**config.mk**
```make
export PLATFORM = sky130hd
export DESIGN_NAME = gnn_serial_mac_sched
export DESIGN_NICKNAME = d
export VERILOG_FILES = /design/src/rtl/gnn_serial_mac_sched.sv
export SDC_FILE = /design/constraint.sdc
export NUM_CORES = 1
export LEC_CHECK = 0
export ABC_AREA = 1
export CAP_MARGIN = 20
export CORE_ASPECT_RATIO = 1.2
export CORE_MARGIN = 2
export CORE_UTILIZATION = 45
export CTS_CLUSTER_SIZE = 28
export DETAILED_ROUTE_END_ITERATION = 6
export PLACE_DENSITY = 0.83
export SLEW_MARGIN = 40
export SYNTH_ARGS = -nofsm -noshare
export SYNTH_HDL_FRONTEND = slang
export SYNTH_SLANG_ARGS = --single-unit
```
**constraint.sdc**
```tcl
create_clock -name clk -period 5.7 [get_ports clk]
set_input_delay 0.57 -clock clk [delete_from_list [all_inputs] [get_ports clk]]
set_output_delay 0.57 -clock clk [all_outputs]
set_load 0.03 [all_outputs]
```
**src/rtl/gnn_serial_mac_sched.sv**
```systemverilog
// Serial scheduler for the 4-node, 4-4-2 network: one signed multiplier and one
// accumulator are time-shared across every MAC term of both layers.
module gnn_serial_mac_sched #(
    parameter int DW      = 5,
    parameter int OW      = 21,
    parameter int RELU_EN = 1
) (
    input  logic             clk,
    input  logic             rst_n,
    input  logic             in_ready,
    input  logic [16*DW-1:0] x_flat,
    input  logic [16*DW-1:0] w1_flat,
    input  logic [8*DW-1:0]  w2_flat,
    output logic [8*OW-1:0]  out_flat,
    output logic [7:0]       out_ready,
    output logic             busy,
    output logic             done
);
    // Handshake: in_ready is a level request sampled only in IDLE; a run ends in
    // DONE, which is left only once in_ready is seen low, so a held request
    // never starts a second run.
    typedef enum logic [1:0] {IDLE, L1, L2, DONE} state_t;

    state_t                state;
    logic [16*DW-1:0]      x_q;
    logic [16*DW-1:0]      w1_q;
    logic [8*DW-1:0]       w2_q;
    logic [1:0]            node;
    logic [1:0]            neuron;
    logic [1:0]            term;
    logic signed [OW-1:0]  acc;
    logic signed [11:0]    hid [4];

    logic signed [DW-1:0]  x_sel;
    logic signed [11:0]    op_a;
    logic signed [DW-1:0]  op_b;
    logic signed [11+DW:0] prod;
    logic signed [OW-1:0]  sum;
    logic signed [11:0]    act;

    // Operand mux: layer 1 feeds x (sign-extended to 12 bits), layer 2 feeds hidden values.
    always_comb begin
        x_sel = x_q[32'({node, term}) * DW +: DW];
        op_a  = 12'(x_sel);
        op_b  = w1_q[32'({term, neuron}) * DW +: DW];
        if (state == L2) begin
            op_a = hid[term];
            op_b = w2_q[32'({term, neuron[0]}) * DW +: DW];
        end
        prod = op_a * op_b;
        sum  = acc + OW'(prod);
        act  = sum[11:0];
        if (RELU_EN != 0 && sum[OW-1]) act = '0;
    end

    always_ff @(posedge clk) begin
        if (!rst_n) begin
            state     <= IDLE;
            x_q       <= '0;
            w1_q      <= '0;
            w2_q      <= '0;
            node      <= '0;
            neuron    <= '0;
            term      <= '0;
            acc       <= '0;
            for (int h = 0; h < 4; h++) hid[h] <= '0;
            out_flat  <= '0;
            out_ready <= '0;
            busy      <= 1'b0;
            done      <= 1'b0;
        end else begin
            case (state)
                IDLE: begin
                    if (in_ready) begin
                        x_q       <= x_flat;
                        w1_q      <= w1_flat;
                        w2_q      <= w2_flat;
                        node      <= '0;
                        neuron    <= '0;
                        term      <= '0;
                        acc       <= '0;
                        out_flat  <= '0;
                        out_ready <= '0;
                        busy      <= 1'b1;
                        state     <= L1;
                    end
                end
                L1: begin
                    term <= term + 2'd1;
                    if (term == 2'd3) begin
                        hid[neuron] <= act;
                        acc         <= '0;
                        neuron      <= neuron + 2'd1;
                        if (neuron == 2'd3) state <= L2;
                    end else begin
                        acc <= sum;
                    end
                end
                L2: begin
                    term <= term + 2'd1;
                    if (term == 2'd3) begin
                        out_flat[32'({node, neuron[0]}) * OW +: OW] <= sum;
                        out_ready[{node, neuron[0]}]                <= 1'b1;
                        acc                                          <= '0;
                        if (neuron == 2'd1) begin
                            neuron <= '0;
                            if (node == 2'd3) begin
                                busy  <= 1'b0;
                                done  <= 1'b1;
                                state <= DONE;
                            end else begin
                                node  <= node + 2'd1;
                                state <= L1;
                            end
                        end else begin
                            neuron <= neuron + 2'd1;
                        end
                    end else begin
                        acc <= sum;
                    end
                end
                DONE: begin
                    if (!in_ready) begin
                        done  <= 1'b0;
                        state <= IDLE;
                    end
                end
                default: state <= IDLE;
            endcase
        end
    end
endmodule

```
==> results of run 1 <==
==> synthesized netlist by cell type (48+ instances only) <==
library cell,n
nor2_1,659
nand2_1,471
dfxtp_1,409
o21ai_0,330
a21oi_1,242
clkbuf_1,123
inv_1,118
nand3_1,66
fa_1,65
ha_1,58
nand4_1,51
edfxtp_1,48
==> through the flow <==
| step | setup TNS (ns) | setup slack [ns] | utilization [%] |
|---|---|---|---|
| 2_1_floorplan | 0 | 0.1923 | - |
| 3_3_place_gp | -0.02406 | -0.008233 | 55.89 |
| 3_5_place_dp | -0.7370 | -0.04393 | 55.98 |
| 4_1_cts | 0 | 0.02756 | 59.16 |
| 5_1_grt | -3.709 | -0.08615 | 60.00 |
| 6_report | 0 | 0.1181 | 60.00 |
==> path summary, 6_finish.rpt <==
path	endpoint	cells after the start
setup / recovery	hid[2][9]	27
hold / removal	out_ready[0]	2
setup reg to reg	hid[2][9]	27
hold reg to reg	out_ready[0]	2
==> kinds of logic after synthesis <==
group	after synthesis	synth area share, %
AND/OR/NAND/NOR	1294	23.88
XOR/XNOR	7	0.3488
adder cells (fa/ha/maj)	123	9.262
AO/OA/AOI/OAI	660	16.12
flip-flops	457	44.00
buffers and inverters	333	6.386
==> state kept, by name, summed over array words and instances (netlist names), 8 cells and up, named ones only <==
| name | cells |
|---|---|
| hid | 48 |
| out_ready | 8 |
| w1_q | 80 |
| acc | 21 |
| out_flat | 168 |
| w2_q | 40 |
| x_q | 80 |
==> per-layer routing <==
| layer | vias up | track usage, % | routed length [µm] |
|---|---|---|---|
| met5 | - | 0 | 13 |
| met4 | 2 | 14.39 | 4215 |
| met1 | 10033 | 33.51 | 27190 |
| li1 | 10225 | - | - |
| met3 | 256 | 4.492 | 6202 |
| met2 | 1174 | 46.62 | 34650 |
==> critical path, stage by stage, from the launching register on <==
cell      delay, ns
dfxtp_4        0.39
inv_6          0.08
buf_12         0.16
o21ai_1        0.16
o21ai_0        0.11
o211ai_1       0.19
nand2_1        0.08
nand2_1        0.07
o21ai_2        0.09
buf_4          0.17
inv_2          0.05
nor2_1         0.04
fa_1           0.50
inv_1          0.06
fa_1           0.55
inv_1          0.06
fa_1           0.50
fa_2           0.64
inv_2          0.05
fa_2           0.34
nand3b_1       0.18
nand2_2        0.11
nand2_1        0.07
nand2_2        0.10
xor2_1         0.21
inv_1          0.15
nand2_2        0.13
nor2_1         0.04
==> repair_timing <==
item | CTS | global route
buffers inserted | 0 | 4
hold buffers | 0 | 0
gates cloned | 0 | 6
pin swaps | 0 | 17
resized for setup | 4 | 76
setup endpoints to repair | 99 | 181
==> cell type report <==
class / count / area [µm²]
clock buffers: 61 / 1297
clock inverters: 21 / 226.5
fillers: 4100 / 19200
inverters: 134 / 543.0
multi-input cells: 2084 / 11070
flip-flops and latches: 457 / 9642
well taps: 630 / 788.3
repair buffers: 528 / 5230
repair inverters: 1 / 8.758
==> results.py, run 1 <==
metrics = {
    "clock_network": {
        "clkSinkCount": 457,
        "cts_tree": "done",
        "clock_path_buffers": 3,
        "clk_pin_slew_worst_paths_ns": 0.06,
        "htreeDepth": 2,
        "numCtsBuffers": 45,
        "clockRootBuffer": "clkbuf_16",
        "clock_latency_ns": 0.60,
    },
    "critical_path": {
        "worstPathArrival_ns": 5.90,
        "critPathKind": "flip-flop to flip-flop",
        "crit_fanout": 20,
        "r2r_start": "neuron[0]",
        "regToRegSetupSlack_ns": 0.12,
        "crit_required_ns": 6.02,
        "cp-startpoint": "neuron[0]",
        "crit_path_start_kind": "flip-flop",
        "crit_path_end_kind": "flip-flop",
    },
    "global_routing": {
        "grt_max_degree": 149,
        "grt_pass1_vias": 20557,
        "antenna_found_initial": 1,
        "grt_overflow_total": 0,
        "grt_pass1_wl_um": 109600,
        "grt_util_all_layers_pct": 27.51,
    },
    "synthesis": {
        "yosys.area.top_type_share_pct": 37.42,
        "synthCells": 2874,
        "yosysSeqAreaShare_pct": 44.00,
        "syn_nets": 3200,
        "ys_types": 49,
        "synthFlopType": "dfxtp_1",
        "synth-edff-count": 48,
        "netlist_area_um2": 21880,
        "avgSynthCellArea_um2": 7.614,
        "synth.area.top_cells": "dfxtp_1 37%, nor2_1 11%, nand2_1 8.1%, o21ai_0 7.5%, edfxtp_1 6.6%",
        "synth_top_area_cell": "dfxtp_1",
        "synth_warnings": 0,
        "async_reset_ff_share_pct": 0,
        "ys_seq_elements": 457,
    },
    "timing": {
        "skew_ns": 0.02828,
        "report.final.slew_viol_count": 0,
        "finalSetupViolCount": 0,
        "whs_ns": 0.4514,
        "slew_headroom_pct": 43.12,
        "period_minus_slack_ns": 5.582,
        "period_share_pct": 97.93,
        "fmax_ghz": 0.1791,
        "worst_slew_pin_slew_ns": 0.8522,
        "finalHoldViolations": 0,
    },
    "route": {
        "routed_wl_um": 72280,
        "drt-vias-per-instance": 5.539,
        "first_pass_iters": 7,
        "route.detailed.drc": 1,
        "ant_nets": 0,
        "wl_per_cell_um": 18.46,
        "drt_first_iter_violations": 2031,
        "vias": 21690,
    },
    "layout": {
        "drive_above_1_share_pct": 9.586,
        "layout-area-overhead-vs-synth_pct": 31.62,
        "antenna_cells": 0,
        "fin_cells": 3916,
        "final_common_cell": "nor2_1",
        "fin_nets": 3577,
        "final_cell_mix": "646 x nor2_1, 453 x nand2_1, 405 x dfxtp_1",
        "final_area_um2": 28800,
    },
    "placement": {
        "gp_congestion": 0.9417,
        "dpl.hpwl_um": 50870,
        "io_buffers": 380,
        "post_dp_cell_area_um2": 26870,
        "dp.cells": 3824,
    },
    "die": {
        "dieArea_um2": 50420,
        "ioPinCount": 381,
        "start_util_pct": 45.58,
        "coreArea_um2": 48010,
        "dieWidth_um": 205.3,
        "die_h_um": 245.6,
        "num_rows": 88,
    },
    "run_status": {
        "status": "finished, violations left",
        "violations": "design-rule violations",
    },
    "job": {
        "maxCapViolCount": 0,
    },
    "min_path": {
        "hold_path_startpoint": "out_ready[0]",
        "hp-class": "flip-flop to flip-flop",
    },
}
Power of run 1 is left out: the tool's default activity adds up to more than one toggle a clock period on the data nets, which glitch-free logic cannot reach.
==> run 2: changes to the inputs <==
--- a/config.mk
+++ b/config.mk
@@ -6,6 +6,7 @@
 export NUM_CORES = 1
 export LEC_CHECK = 0
 export ABC_AREA = 1
+export ABC_CLOCK_PERIOD_IN_PS = 5700
 export CAP_MARGIN = 20
 export CORE_ASPECT_RATIO = 1.2
 export CORE_MARGIN = 2
==> results of run 2 <==
The final DEF is identical to that of run 1; final timing and power are the same.
Power of run 2 is left out for the same reason.
